===== src/rtl/stat_display_if.sv =====
// Counter bundle from the statistic unit to the display: source select, the five
// 32-bit counters and the halt flag.
interface stat_display_if;
   logic [2:0]  sel;
   logic [31:0] total_cycles;
   logic [31:0] uncondi_num;
   logic [31:0] condi_num;
   logic [31:0] condi_suc_num;
   logic [31:0] SyscallOut;
   logic        halt;

   modport master (
      output sel, total_cycles, uncondi_num, condi_num, condi_suc_num, SyscallOut, halt
   );

   modport slave (
      input sel, total_cycles, uncondi_num, condi_num, condi_suc_num, SyscallOut, halt
   );
endinterface


===== src/rtl/stat_display.sv =====
// Scans one selected statistic counter as 8 hex digits onto a common-anode
// 7-segment display, refreshing the shown value only at frame wrap.
module stat_display #(
   parameter int SCAN_DIV = 100000,
   parameter bit BLANK_LZ = 1'b0
) (
   input  logic              clk,
   input  logic              rst,
   stat_display_if.slave     stat,
   output logic [7:0]        an,
   output logic [6:0]        seg,
   output logic              dp
);

   localparam int DW = (SCAN_DIV > 2) ? $clog2(SCAN_DIV) : 1;
   localparam logic [DW-1:0] DIV_MAX = DW'(SCAN_DIV - 1);

   logic [DW-1:0] div_cnt;
   logic [2:0]    digit;
   logic [31:0]   snap;

   logic          tick;
   logic [2:0]    digit_new;
   logic [31:0]   src;
   logic [31:0]   snap_new;
   logic [31:0]   shifted;
   logic [3:0]    nibble;
   logic          blank;

   function automatic logic [6:0] hex7(input logic [3:0] n);
      logic [6:0] s;
      case (n)
         4'h0: s = 7'h40;
         4'h1: s = 7'h79;
         4'h2: s = 7'h24;
         4'h3: s = 7'h30;
         4'h4: s = 7'h19;
         4'h5: s = 7'h12;
         4'h6: s = 7'h02;
         4'h7: s = 7'h78;
         4'h8: s = 7'h00;
         4'h9: s = 7'h10;
         4'hA: s = 7'h08;
         4'hB: s = 7'h03;
         4'hC: s = 7'h46;
         4'hD: s = 7'h21;
         4'hE: s = 7'h06;
         default: s = 7'h0E;
      endcase
      return s;
   endfunction

   always_comb begin
      src = 32'h0;
      case (stat.sel)
         3'd0: src = stat.total_cycles;
         3'd1: src = stat.uncondi_num;
         3'd2: src = stat.condi_num;
         3'd3: src = stat.condi_suc_num;
         3'd4: src = stat.SyscallOut;
         3'd5: src = stat.condi_num - stat.condi_suc_num;
         default: src = 32'h0;
      endcase
   end

   // The snapshot taken at the 7->0 wrap must already feed digit 0 of the same update.
   always_comb begin
      tick      = (div_cnt == DIV_MAX);
      digit_new = digit + 3'd1;
      snap_new  = (tick && (digit == 3'd7)) ? src : snap;
      shifted   = snap_new >> {digit_new, 2'b00};
      nibble    = shifted[3:0];
      blank     = BLANK_LZ && (digit_new != 3'd0) && (shifted == 32'h0);
   end

   always_ff @(posedge clk or negedge rst) begin
      if (!rst) begin
         div_cnt <= '0;
         digit   <= 3'd0;
         snap    <= 32'h0;
         an      <= 8'hFF;
         seg     <= 7'h7F;
         dp      <= 1'b1;
      end else begin
         div_cnt <= tick ? '0 : div_cnt + DW'(1);
         if (tick) begin
            digit <= digit_new;
            snap  <= snap_new;
            an    <= ~(8'b1 << digit_new);
            seg   <= blank ? 7'h7F : hex7(nibble);
            dp    <= ~((digit_new == 3'd0) && stat.halt);
         end
      end
   end

endmodule

===== src/flat_wrapper.sv =====
// flat-port wrapper written by rule: the top's interface ports become plain ports
module stat_display_flat 
#(
   parameter int SCAN_DIV = 100000,
   parameter bit BLANK_LZ = 1'b0
)
  (clk, rst, an, seg, dp, stat_sel, stat_total_cycles, stat_uncondi_num, stat_condi_num, stat_condi_suc_num, stat_SyscallOut, stat_halt);
  stat_display_if stat_i ();
  input  logic clk;
  input  logic rst;
  output logic [7:0] an;
  output logic [6:0] seg;
  output logic dp;
  input wire logic [$bits(stat_i.sel)-1:0] stat_sel;
  input wire logic [$bits(stat_i.total_cycles)-1:0] stat_total_cycles;
  input wire logic [$bits(stat_i.uncondi_num)-1:0] stat_uncondi_num;
  input wire logic [$bits(stat_i.condi_num)-1:0] stat_condi_num;
  input wire logic [$bits(stat_i.condi_suc_num)-1:0] stat_condi_suc_num;
  input wire logic [$bits(stat_i.SyscallOut)-1:0] stat_SyscallOut;
  input wire logic [$bits(stat_i.halt)-1:0] stat_halt;
  assign stat_i.sel = stat_sel;
  assign stat_i.total_cycles = stat_total_cycles;
  assign stat_i.uncondi_num = stat_uncondi_num;
  assign stat_i.condi_num = stat_condi_num;
  assign stat_i.condi_suc_num = stat_condi_suc_num;
  assign stat_i.SyscallOut = stat_SyscallOut;
  assign stat_i.halt = stat_halt;
  stat_display #(.SCAN_DIV(SCAN_DIV), .BLANK_LZ(BLANK_LZ)) u_core (.clk(clk), .rst(rst), .stat(stat_i), .an(an), .seg(seg), .dp(dp));
endmodule

===== config.mk =====
export PLATFORM = sky130hd
export DESIGN_NAME = stat_display_flat
export DESIGN_NICKNAME = d
export VERILOG_FILES = /design/src/rtl/stat_display_if.sv /design/src/rtl/stat_display.sv /design/src/flat_wrapper.sv
export SDC_FILE = /design/constraint.sdc
export NUM_CORES = 1
export LEC_CHECK = 0
export ABC_CLOCK_PERIOD_IN_PS = 4360
export CORE_MARGIN = 8
export CORE_UTILIZATION = 51
export CTS_CLUSTER_DIAMETER = 200
export CTS_CLUSTER_SIZE = 30
export DETAILED_ROUTE_END_ITERATION = 6
export PLACE_DENSITY = 0.93
export SLEW_MARGIN = 20
export SYNTH_ARGS = -nofsm -noshare
export SYNTH_HDL_FRONTEND = slang
export SYNTH_SLANG_ARGS = --single-unit

===== constraint.sdc =====
create_clock -name clk -period 4.36 [get_ports clk]
set_input_delay 0.654 -clock clk [delete_from_list [all_inputs] [get_ports clk]]
set_output_delay 0.654 -clock clk [all_outputs]
set_load 0.02 [all_outputs]

==> impl_table.tex, run 1 <==
\begin{tabular}{lr}
\hline
Metric & Value \\
\hline
\multicolumn{2}{l}{\textbf{Detailed routing}} \\
\quad WL met3 & 2320 um \\
\quad Detailed Routing Iterations Pass 1 & 6 \\
\quad Drc violations & 0 \\
\quad Remaining antenna violation count after routing & 0 \\
\quad Via count of the routed design & 8003 \\
\quad M1 wire length & 9920 um \\
\quad Average vias per placed instance & 6.32 \\
\quad Drt initial violations & 897 \\
\quad Met2 wire length & 12400 um \\
\quad Total detailed-routing wirelength & 25900 um \\
\quad WL per Instance & 20.5 um \\
\quad Highest metal layer with signal wires & met4 \\
\multicolumn{2}{l}{\textbf{Placed design}} \\
\quad Placer congestion estimate & 1.03 \\
\quad Post-DP HPWL & 20900 um \\
\quad Count of input and output buffers & 181 \\
\quad Post-place instance area & 0.00945 mm2 \\
\quad Number of cells after detailed placement & 1250 \\
\multicolumn{2}{l}{\textbf{Layout}} \\
\quad Fraction of layout instances using a drive strength above 1 & 14.9\% \\
\quad Area growth from synthesis to layout & 37.9\% \\
\quad Finished Layout Cells & 1266 \\
\quad Final net count & 1292 \\
\quad Ant. Diodes & 0 \\
\quad Post-layout instance area & 0.00976 mm2 \\
\multicolumn{2}{l}{\textbf{Logic synthesis}} \\
\quad Main synth FF type & dfrtp\_1 \\
\quad Sequential area share after synthesis & 24.3\% \\
\quad Synthesized flop and latch total & 68 \\
\quad Post-Synthesis Net Count & 1076 \\
\quad Post-synth ARST share & 100\% \\
\quad Combined area of all synthesized cells & 0.00708 mm2 \\
\quad Post-synth EDFFs & 0 \\
\quad Yosys top cell area share & 18.4\% \\
\quad Largest cells by area after synthesis & dfrtp\_1 (18\%), ha\_1 (7.8\%), dfstp\_2 (5.9\%) \\
\quad Synth top cells by count & nand2\_1 (76), nor2\_1 (74), a21oi\_1 (67), dfrtp\_1 (52), inv\_1 (51) \\
\quad Avg Cell Area, Syn & 8.18 um2 \\
\quad Yosys top cell by area & dfrtp\_1 \\
\quad Post-synthesis instance total & 865 \\
\quad Yosys warnings & 0 \\
\quad Library cells used by synthesis & 89 \\
\quad Most repeated cell in the gate-level netlist after synthesis & nand2\_1 \\
\multicolumn{2}{l}{\textbf{Setup path}} \\
\quad Data required time of the critical path & 4610 ps \\
\quad Maximum single-stage delay on the critical path & 510 ps \\
\quad CP startpoint & stat\_condi\_suc\_num[16] \\
\quad WP data arrival & 4420 ps \\
\quad R2R Path Start & u\_core.div\_cnt[0] \\
\quad Register-to-register path setup slack & 640 ps \\
\quad Critical-path cell with the highest stage delay & clkdlybuf4s50\_1 \\
\quad Crit path capture type & flop \\
\quad Type of origin of the critical path & input pin \\
\quad Worst Path Class, Setup & in -> reg \\
\quad Path depth of the worst reg2reg path & 16 \\
\quad Ordered list of cells on the worst path & clkdlybuf4s50\_1, inv\_1, ha\_1, buf\_4, nand4\_1, or3\_1, nor2\_1, a2111oi\_1, o31a\_1, mux2i\_1, nand2\_1, o41ai\_1, or3\_4, buf\_4, mux2i\_1, nand3\_1, o211ai\_1 \\
\quad Max FO, Critical Path & 8 \\
\quad End of the worst register-to-register path & u\_core.seg[5] \\
\multicolumn{2}{l}{\textbf{CTS}} \\
\quad CTS Root Cell & clkbuf\_16 \\
\quad Clock tree from TritonCTS & done \\
\quad CTS clock-pin slew for the worst setup and hold paths & 60 ps \\
\quad Inserted Clock Buffers & 9 \\
\quad CTS H-Tree Depth & 3 \\
\quad Maximum number of buffers from clock root to sink & 2 \\
\quad Number of sinks handled by clock tree synthesis & 68 \\
\quad Latest clock arrival within the worst-skew pair & 330 ps \\
\multicolumn{2}{l}{\textbf{Timing}} \\
\quad Unrepaired setup endpoints after global routing & yes \\
\quad Clock Skew & 6.54 ps \\
\quad Count of endpoints failing setup in the final report & 0 \\
\quad Slew at the pin closest to its max-slew limit & 809 ps \\
\quad Shortest period the worst path allows & 4160 ps \\
\quad Worst slew slack as a fraction of its limit & 46.0\% \\
\quad Setup\_tns & 0 ps \\
\quad Count of endpoints failing hold in the final timing report & 0 \\
\quad Final critical-path share of the clock period & 95.5\% \\
\quad Highest clock rate & 0.240 GHz \\
\quad Final Max Tran Viols & 0 \\
\multicolumn{2}{l}{\textbf{Global routing}} \\
\quad Number of antenna violations at the first check in global routing & 0 \\
\quad Total GRT Usage & 28.7\% \\
\quad First-pass GRT wire length & 41700 um \\
\quad GR Overflow Total & 0 \\
\quad Via count of the first global-routing pass & 8086 \\
\quad Maximum number of pins on one net before global-route repair & 38 \\
\multicolumn{2}{l}{\textbf{Die}} \\
\quad Die Ht & 134 um \\
\quad Count of standard-cell rows & 43 \\
\quad Placeable core region & 0.0137 mm2 \\
\quad Starting Density & 51.6\% \\
\quad Area enclosed by the die boundary & 0.0179 mm2 \\
\quad Width of the die & 134 um \\
\quad I/O pin cnt & 182 \\
\multicolumn{2}{l}{\textbf{Worst hold path}} \\
\quad Min-Delay Path Class & in -> async \\
\multicolumn{2}{l}{\textbf{Pwr}} \\
\quad Maximum resistive drop on vdd & 0.173 mV \\
\quad Leakage power total & 4.19 nW \\
\quad Total power density per cell area & 213 mW/mm2 \\
\quad Overall Power & 2.08 mW \\
\multicolumn{2}{l}{\textbf{Job}} \\
\quad Number of maximum-capacitance violations & 0 \\
\multicolumn{2}{l}{\textbf{Outcome}} \\
\quad Outcome & complete, no violations \\
\hline
\end{tabular}
==> worst max-delay path: cells and delay by family <==
kind,cells,cell delay (ps)
AO/OA/AOI/OAI,4,1360
adder cells (fa/ha/maj),1,310
buffers and inverters,4,870
multiplexers,2,400
AND/OR/NAND/NOR,6,800
==> how the worst max path moves through the flow <==
stage | depth (start not counted) | end | slack [ps]
6_report | 17 | u_core.seg[3] | 200
3_3_place_gp | 16 | u_core.seg[2] | -50
3_5_place_dp | 17 | u_core.seg[0] | -130
5_1_grt | 19 | u_core.seg[3] | -6
4_1_cts | 17 | u_core.seg[0] | 190
2_1_floorplan | 16 | u_core.seg[2] | 590
==> metrics by stage <==
step                      setup WS, ps  hold slack, ps  utilization, %
after floorplan                    593             358               -
after global placement           -47.1             459            68.9
after detailed placement          -130             465            68.9
after CTS                          187             383            70.9
after global routing             -6.17             419            71.2
final                              198             360            71.2
==> power breakdown <==
group | total, mW | switching [mW] | internal (mW)
Sequential | 0.647 | 0.00337 | 0.644
Clock | 0.668 | 0.269 | 0.398
Combinational | 0.763 | 0.374 | 0.389
==> what timing repair did <==
item | CTS | global route
resized for setup | 0 | 8
setup endpoints to repair | 0 | 6
hold buffers | 0 | 0
setup buffers | 0 | 0
==> kinds of logic after synthesis <==
logic type / Yosys count / share of synthesized area, %
simple gates: 275 / 19.3
compound gates: 274 / 25.9
buf+inv: 104 / 6.36
flops: 68 / 24.3
mux: 62 / 11.5
fa+ha+maj: 45 / 8.06
xor+xnor: 37 / 4.58
==> flip-flops by register name (all words and copies together) (netlist names) <==
register	count
u_core.snap	32
u_core.div_cnt	17
u_core.dp	1
u_core.an	8
u_core.seg	7
u_core.digit	3
==> final cells by class <==
class                      instances  area, um2
clock buffer                      12        246
clock inverter                     4       25.0
fill                            1018       3960
inverter                          51        191
multi-input combinational        693       4950
sequential                        68       1720
tap                              180        225
timing repair buffer             258       2400
==> cell usage in the layout (no fill, tap or decap), types with 11 or more instances in the layout <==
cell,count
a31oi_1,17
o21ai_1,16
a21o_1,15
xor2_1,13
o211ai_1,11
ha_1,44
nand3_1,29
buf_4,75
nor2_1,74
a22oi_1,14
mux4_2,15
dfstp_2,16
clkdlybuf4s50_1,178
nand2_1,76
xnor2_1,24
a21oi_1,67
and3_1,13
dfrtp_1,52
o21ai_0,47
mux2i_1,41
inv_1,51
==> per-layer routing <==
metal / vias to the layer above / GRT usage, %
met3: 96 / 5.91
met2: 472 / 47.9
met5: - / 0
met1: 3803 / 34.4
met4: 0 / 14.4
li1: 3632 / -
Power figures use the tool's default switching activity.
==> run 2: changes to the inputs <==
--- a/config.mk
+++ b/config.mk
@@ -11,7 +11,8 @@
 export CTS_CLUSTER_DIAMETER = 200
 export CTS_CLUSTER_SIZE = 30
 export DETAILED_ROUTE_END_ITERATION = 6
-export PLACE_DENSITY = 0.93
+export PLACE_DENSITY = 0.83
+export RECOVER_POWER = 100
 export SLEW_MARGIN = 20
 export SYNTH_ARGS = -nofsm -noshare
 export SYNTH_HDL_FRONTEND = slang
==> run 2 against run 1 <==
The flow now finishes with violations (capacitance limit, slew limit). Sequential cell count did not move. Cell count rose by 1.3%. Sequential power barely moved. Utilization increased by 0.85 points. Worst hold slack improved by 120 ps. Worst setup slack better by 19 ps. Maximum frequency rose by 0.46%.
==> impl_table.tex, run 2 (synthesized netlist as in run 1, its figures left out) <==
\begin{tabular}{lr}
\hline
Metric & Value \\
\hline
\multicolumn{2}{l}{\textbf{Layout}} \\
\quad Most common cell after layout, fill and taps aside & clkdlybuf4s50\_1 \\
\quad Most used cells in the layout excluding fill and tap cells & clkdlybuf4s50\_1 (162), buf\_4 (87), nand2\_1 (76), nor2\_1 (74), a21oi\_1 (67) \\
\quad Number of flip-flops under the largest register name & 32 (unchanged) \\
\quad Ant. Diodes & 0 (unchanged) \\
\quad Register cell area after layout & 0.00172 mm2 (unchanged) \\
\quad Biggest register & u\_core.snap \\
\quad Fraction of layout instances using a drive strength above 1 & 15.8\% (+0.87 points) \\
\quad Final net count & 1308 (+1.2\%) \\
\quad Fill count & 1072 (+5.3\%) \\
\quad Area taken by multi-input logic gates & 0.00494 mm2 (-0.28\%) \\
\quad Largest regs & u\_core.snap: 32 flops, u\_core.div\_cnt: 17 flops, u\_core.an: 8 flops \\
\quad Area growth from synthesis to layout & 39.6\% \\
\quad Finished Layout Cells & 1282 (+1.3\%) \\
\quad Final core utilization & 72.0\% (+0.85 points) \\
\multicolumn{2}{l}{\textbf{Die}} \\
\quad Width of the die & 134 um (unchanged) \\
\quad Area enclosed by the die boundary & 0.0179 mm2 (unchanged) \\
\quad Die Ht & 134 um (unchanged) \\
\quad Starting Density & 51.6\% (unchanged) \\
\quad I/O pin cnt & 182 (unchanged) \\
\quad Count of standard-cell rows & 43 (unchanged) \\
\quad Placeable core region & 0.0137 mm2 (unchanged) \\
\multicolumn{2}{l}{\textbf{Setup path}} \\
\quad Register-to-register path setup slack & 330 ps (-310 ps) \\
\quad End of the worst register-to-register path & u\_core.seg[4] \\
\quad Path depth of the worst reg2reg path & 17 (+1) \\
\quad Worst Path Class, Setup & in -> reg \\
\quad Data required time of the critical path & 4640 ps (+30 ps) \\
\quad R2R Path Start & u\_core.div\_cnt[0] \\
\quad CP startpoint & stat\_condi\_num[0] \\
\quad Type of origin of the critical path & input pin \\
\quad WP data arrival & 4420 ps (about the same) \\
\quad Max FO, Critical Path & 8 (unchanged) \\
\quad Crit path capture type & flop \\
\multicolumn{2}{l}{\textbf{Detailed routing}} \\
\quad Drt initial violations & 703 (-22\%) \\
\quad Total detailed-routing wirelength & 26100 um (+0.56\%) \\
\quad Via count of the routed design & 7771 (-2.9\%) \\
\quad WL per Instance & 20.3 um (-0.69\%) \\
\quad Detailed Routing Iterations Pass 1 & 5 (-1) \\
\quad Remaining antenna violation count after routing & 0 (unchanged) \\
\quad Drc violations & 0 (unchanged) \\
\quad Average vias per placed instance & 6.06 (-4.1\%) \\
\multicolumn{2}{l}{\textbf{Global routing}} \\
\quad Maximum number of pins on one net before global-route repair & 40 (+5.3\%) \\
\quad Total GRT Usage & 29.2\% (+0.49 points) \\
\quad First-pass GRT wire length & 41900 um (+0.60\%) \\
\quad Via count of the first global-routing pass & 7932 (-1.9\%) \\
\quad GR Overflow Total & 0 (unchanged) \\
\quad Number of antenna violations at the first check in global routing & 0 (unchanged) \\
\multicolumn{2}{l}{\textbf{Outcome}} \\
\quad Outcome & finished with violations \\
\quad Failing checks & capacitance limit, slew limit \\
\multicolumn{2}{l}{\textbf{CTS}} \\
\quad Inserted Clock Buffers & 9 (unchanged) \\
\quad Number of sinks handled by clock tree synthesis & 68 (unchanged) \\
\quad Latest clock arrival within the worst-skew pair & 330 ps (about the same) \\
\quad Clock tree from TritonCTS & done \\
\quad Maximum number of buffers from clock root to sink & 2 (unchanged) \\
\quad CTS H-Tree Depth & 3 (unchanged) \\
\quad CTS clock-pin slew for the worst setup and hold paths & 60 ps (about the same) \\
\quad CTS Root Cell & clkbuf\_16 \\
\multicolumn{2}{l}{\textbf{Worst hold path}} \\
\quad Hold path cells & 2 \\
\quad Hold path endpoint & u\_core.snap[16] \\
\quad Min-Delay Path Class & reg -> reg \\
\quad Min-Delay Startpoint & u\_core.snap[16] \\
\multicolumn{2}{l}{\textbf{Timing}} \\
\quad Final Max Tran Viols & 71 (+71) \\
\quad Clock Skew & 4.99 ps (-1.55 ps) \\
\quad Highest clock rate & 0.241 GHz (+0.46\%) \\
\quad Final worst setup slack & 217 ps (+19.0 ps) \\
\quad Shortest period the worst path allows & 4140 ps (-19.0 ps) \\
\quad Hold\_ws & 476 ps (+116 ps) \\
\quad Unrepaired setup endpoints after global routing & yes \\
\quad Slew at the pin closest to its max-slew limit & 2080 ps (+1270 ps) \\
\quad Count of endpoints failing hold in the final timing report & 0 (unchanged) \\
\quad Final critical-path share of the clock period & 95.0\% (-0.44 points) \\
\quad Worst slew slack as a fraction of its limit & -38.4\% (-84 points) \\
\quad Count of endpoints failing setup in the final report & 0 (unchanged) \\
\multicolumn{2}{l}{\textbf{Pwr}} \\
\quad Overall Power & 2.14 mW (+3.1\%) \\
\quad Clock Power Share & 33.5\% (+1.4 points) \\
\quad Int Power & 1.48 mW (+3.7\%) \\
\quad Leakage power total & 4.30 nW (+2.7\%) \\
\quad NetSw & 0.659 mW (+1.9\%) \\
\quad Maximum resistive drop on vdd & 0.170 mV (-1.8\%) \\
\quad Part of the total power dissipated in sequential elements & 30.2\% (-1.0 points) \\
\quad Part of the total power dissipated in combinational logic & 36.3\% (-0.4 points) \\
\quad Switching share of total power & 30.8\% (-0.37 points) \\
\quad Total power density per cell area & 217 mW/mm2 (+1.9\%) \\
\multicolumn{2}{l}{\textbf{Placed design}} \\
\quad Placer congestion estimate & 0.981 (-5.1\%) \\
\quad Post-DP HPWL & 21300 um (+2.2\%) \\
\quad Worst slack at placement & -88.1 ps (+42.1 ps) \\
\quad Number of cells after detailed placement & 1265 (+1.2\%) \\
\quad Count of input and output buffers & 181 (unchanged) \\
\multicolumn{2}{l}{\textbf{Job}} \\
\quad Number of maximum-capacitance violations & 2 (+2) \\
\hline
\end{tabular}
run 2: changes by cell type in the layout (fill, tap and decap cells not counted), sizes merged:
cell	before	now
clkinv	2	4
dlygate4sd3	0	16
bufinv	0	1
clkdlybuf4s50	178	162
clkbuf	12	15
buf	80	91
clkinvlp	2	1
run 2: routing by layer:
layer / track usage, % / wire length [um] / vias to the layer above
met5: 0 / 0 / -
met4: 13.5 / 1260 / 0
met3: 5.39 / 1550 / 74
met2: 48.5 / 12600 / 312
met1: 35.9 / 10700 / 3725
li1: - / - / 3660
run 2: per-stage QoR:
stage                     TNS (ps)  area (um2)
after floorplan                  0        7080
after CTS                        0        9860
after global placement       -7.46        9560
after detailed placement      -307        9560
final                            0        9880
after global routing         -2.82        9880
run 2: power groups by stage:
stage               sequential [mW]  combinational (mW)  clock [mW]
floorplan                     0.657               0.384           0
global placement              0.657               0.749           0
detailed placement            0.658               0.759           0
CTS                           0.647               0.764       0.719
global route                  0.648               0.841       0.755
finish                        0.648               0.777       0.718
run 2: worst max path at each step:
stage | endpoint | slack [ps]
floorplan | u_core.seg[2] | 590
global placement | u_core.seg[2] | -7
detailed placement | u_core.seg[2] | -90
CTS | u_core.seg[2] | 250
global route | u_core.seg[4] | -3
finish | u_core.seg[2] | 220
run 2: critical path, cell delays in order:
cell	delay, ps
clkdlybuf4s50_1	480
inv_1	50
ha_1	210
fa_1	390
nand2b_1	170
a21o_1	190
a21oi_2	170
o22ai_2	130
or4_4	530
and4_4	210
o31ai_4	230
a221oi_2	90
or2_1	330
or2_4	270
o221ai_2	150
o21a_1	140
run 2: layout make-up:
type | count | area share, %
Tap cell | 180 | 2.28
Inverter | 51 | 1.94
Sequential cell | 68 | 17.4
Timing Repair Buffer | 274 | 25.4
Clock buffer | 10 | 2.32
Multi-Input combinational cell | 693 | 50.0
Clock inverter | 6 | 0.658
run 2: what timing repair did:
| item | 4_1_cts | 5_1_grt |
|---|---|---|
| hold buffers | 0 | 0 |
| endpoints found under the setup margin | 0 | 3 |
| setup buffers | 0 | 1 |
| gates resized for setup | 0 | 5 |
==> run 3: changes to the inputs <==
--- a/config.mk
+++ b/config.mk
@@ -6,7 +6,7 @@
 export NUM_CORES = 1
 export LEC_CHECK = 0
 export ABC_CLOCK_PERIOD_IN_PS = 4360
-export CORE_MARGIN = 8
+export CORE_MARGIN = 2
 export CORE_UTILIZATION = 51
 export CTS_CLUSTER_DIAMETER = 200
 export CTS_CLUSTER_SIZE = 30
==> run 3 against run 2 <==
Register-to-register slack improved by 110 ps. Wire length fell by 4.2%. Worst setup slack worse by 75 ps. Sequential power barely moved. Largest power group is now the clock network. Critical path type unchanged. Die area shrank 17%. The run still ends with capacitance limit, slew limit left.
==> impl_table.tex, run 3 (synthesized netlist as in run 1, its figures left out) <==
\begin{tabular}{lr}
\hline
Metric & Value \\
\hline
\multicolumn{2}{l}{\textbf{Outcome}} \\
\quad Outcome & finished with violations \\
\quad Failing checks & capacitance limit, slew limit \\
\multicolumn{2}{l}{\textbf{Worst hold path}} \\
\quad Min-Delay Path Class & reg -> reg \\
\multicolumn{2}{l}{\textbf{Pwr}} \\
\quad Leakage power total & 4.26 nW (-1.1\%) \\
\quad Part of the total power dissipated in sequential elements & 29.5\% (-0.7 points) \\
\quad Part of the total power dissipated in combinational logic & 34.6\% (-1.7 points) \\
\quad Overall Power & 2.20 mW (+2.7\%) \\
\quad Total power density per cell area & 224 mW/mm2 (+3.2\%) \\
\quad NetSw & 0.669 mW (+1.5\%) \\
\quad Switching share of total power & 30.4\% (-0.36 points) \\
\quad Maximum resistive drop on vdd & 0.153 mV (-9.9\%) \\
\quad Int Power & 1.53 mW (+3.2\%) \\
\quad Clock Power Share & 35.9\% (+2.4 points) \\
\multicolumn{2}{l}{\textbf{Timing}} \\
\quad Worst slew slack as a fraction of its limit & -37.2\% (+1.2 points) \\
\quad Count of endpoints failing hold in the final timing report & 0 (unchanged) \\
\quad Highest clock rate & 0.237 GHz (-1.8\%) \\
\quad Clock Skew & 7.95 ps (+2.96 ps) \\
\quad Shortest period the worst path allows & 4220 ps (+74.8 ps) \\
\quad Count of endpoints failing setup in the final report & 0 (unchanged) \\
\quad Final Max Tran Viols & 71 (unchanged) \\
\quad Setup\_tns & 0 ps (unchanged) \\
\quad Final critical-path share of the clock period & 96.7\% (+1.7 points) \\
\quad Slew at the pin closest to its max-slew limit & 2060 ps (-18.3 ps) \\
\multicolumn{2}{l}{\textbf{Detailed routing}} \\
\quad Total detailed-routing wirelength & 25000 um (-4.2\%) \\
\quad Drc violations & 0 (unchanged) \\
\quad Drt initial violations & 837 (+19\%) \\
\quad Remaining antenna violation count after routing & 0 (unchanged) \\
\quad Average vias per placed instance & 6.21 (+2.4\%) \\
\quad Detailed Routing Iterations Pass 1 & 6 (+1) \\
\quad Via count of the routed design & 7883 (+1.4\%) \\
\quad WL per Instance & 19.7 um (-3.3\%) \\
\multicolumn{2}{l}{\textbf{Global routing}} \\
\quad Via count of the first global-routing pass & 7739 (-2.4\%) \\
\quad First-pass GRT wire length & 39200 um (-6.5\%) \\
\quad GR Overflow Total & 0 (unchanged) \\
\quad Maximum number of pins on one net before global-route repair & 39 (-2.5\%) \\
\quad Total GRT Usage & 33.8\% (+4.6 points) \\
\quad Number of antenna violations at the first check in global routing & 0 (unchanged) \\
\multicolumn{2}{l}{\textbf{Setup path}} \\
\quad Data required time of the critical path & 4640 ps (about the same) \\
\quad Type of origin of the critical path & input pin \\
\quad Max FO, Critical Path & 12 (+4) \\
\quad Worst Path Class, Setup & in -> reg \\
\quad Crit path capture type & flop \\
\quad WP data arrival & 4500 ps (+80 ps) \\
\multicolumn{2}{l}{\textbf{Placed design}} \\
\quad Count of input and output buffers & 181 (unchanged) \\
\quad Placer congestion estimate & 1.03 (+4.9\%) \\
\quad Post-place instance area & 0.00947 mm2 (-1.0\%) \\
\quad Post-DP HPWL & 19600 um (-7.9\%) \\
\quad Number of cells after detailed placement & 1252 (-1.0\%) \\
\multicolumn{2}{l}{\textbf{Job}} \\
\quad Number of maximum-capacitance violations & 2 (unchanged) \\
\multicolumn{2}{l}{\textbf{Layout}} \\
\quad Largest regs & u\_core.snap: 32 flops, u\_core.div\_cnt: 17 flops, u\_core.an: 8 flops \\
\quad Ant. Diodes & 0 (unchanged) \\
\quad Area growth from synthesis to layout & 38.8\% \\
\quad Fraction of layout instances using a drive strength above 1 & 15.0\% (-0.84 points) \\
\quad Post-layout instance area & 0.00983 mm2 (-0.53\%) \\
\quad Number of flip-flops under the largest register name & 32 (unchanged) \\
\quad Finished Layout Cells & 1270 (-0.94\%) \\
\quad Most common cell after layout, fill and taps aside & clkdlybuf4s50\_1 \\
\quad Final core utilization & 71.6\% (-0.38 points) \\
\quad Fill count & 1075 (+0.28\%) \\
\quad Biggest register & u\_core.snap \\
\quad Register cell area after layout & 0.00172 mm2 (unchanged) \\
\quad Final net count & 1296 (-0.92\%) \\
\quad Most used cells in the layout excluding fill and tap cells & clkdlybuf4s50\_1 (162), nand2\_1 (76), buf\_4 (75), nor2\_1 (74), a21oi\_1 (67) \\
\quad Area taken by multi-input logic gates & 0.00495 mm2 (+0.15\%) \\
\multicolumn{2}{l}{\textbf{Die}} \\
\quad I/O pin cnt & 182 (unchanged) \\
\quad Width of the die & 122 um (-9.0\%) \\
\quad Die Ht & 122 um (-9.0\%) \\
\quad Area enclosed by the die boundary & 0.0148 mm2 (-17\%) \\
\quad Count of standard-cell rows & 43 (unchanged) \\
\quad Placeable core region & 0.0137 mm2 (unchanged) \\
\quad Starting Density & 51.6\% (unchanged) \\
\multicolumn{2}{l}{\textbf{CTS}} \\
\quad Maximum number of buffers from clock root to sink & 2 (unchanged) \\
\quad Inserted Clock Buffers & 9 (unchanged) \\
\quad CTS clock-pin slew for the worst setup and hold paths & 60 ps (about the same) \\
\quad Number of sinks handled by clock tree synthesis & 68 (unchanged) \\
\quad CTS Root Cell & clkbuf\_16 \\
\quad CTS H-Tree Depth & 3 (unchanged) \\
\quad Clock tree from TritonCTS & done \\
\quad Latest clock arrival within the worst-skew pair & 340 ps (about the same) \\
\hline
\end{tabular}
run 3: worst max-delay path, stage by stage:
cell	delay [ps]
clkdlybuf4s50_1	500
inv_1	50
ha_1	320
a21oi_1	210
o21a_1	200
a211oi_1	80
a2111oi_0	490
o31a_1	330
buf_4	150
mux2i_1	80
nand4_1	100
o41ai_1	70
buf_4	140
or3_1	410
buf_12	180
or2_4	250
o221ai_2	150
o21a_1	140
run 3: final cells by class:
type	instances	share of cell area [%]
multi-input combinational	693	50.4
clock inverter	7	1.01
timing repair buffer	262	24.6
inverter	51	1.95
tap	180	2.29
sequential	68	17.5
clock buffer	9	2.29
run 3: metal layers:
layer | track usage, % | wire, um | vias up
li1 | - | - | 3631
met1 | 41.7 | 9580 | 3684
met2 | 55.3 | 11700 | 462
met3 | 7.44 | 2330 | 106
met4 | 17.5 | 1380 | 0
met5 | 0 | 0 | -
run 3: worst paths after layout:
kind	startpoint	to	slack, ps	cells after the start
hold reg to reg	u_core.div_cnt[0]	u_core.div_cnt[0]	490	1
min in group asynchronous	rst	u_core.div_cnt[2]	750	1
hold / removal	u_core.div_cnt[0]	u_core.div_cnt[0]	490	1
max in group asynchronous	rst	u_core.snap[16]	950	2
setup reg to reg	u_core.div_cnt[0]	u_core.seg[5]	440	16
setup / recovery	stat_condi_suc_num[16]	u_core.seg[2]	140	18
run 3: repair_timing:
| item | in CTS | in global routing |
|---|---|---|
| hold buffers | 0 | 0 |
| setup buffers | 0 | 2 |
| gates resized for setup | 0 | 6 |
| endpoints found under the setup margin | 0 | 6 |
run 3: through the flow:
stage | setup slack (ps) | hold slack, ps
after floorplan | 593 | 358
after global placement | -27.4 | 460
after detailed placement | -140 | 467
after CTS | 173 | 371
after global routing | -22.3 | 507
final | 142 | 486
run 3: power by group through the flow:
stage | Sequential [mW] | Clock [mW] | Combinational, mW
final | 0.648 | 0.790 | 0.762
after global routing | 0.649 | 0.824 | 0.818
after CTS | 0.648 | 0.794 | 0.739
after detailed placement | 0.658 | 0 | 0.734
after global placement | 0.657 | 0 | 0.724
after floorplan | 0.657 | 0 | 0.384
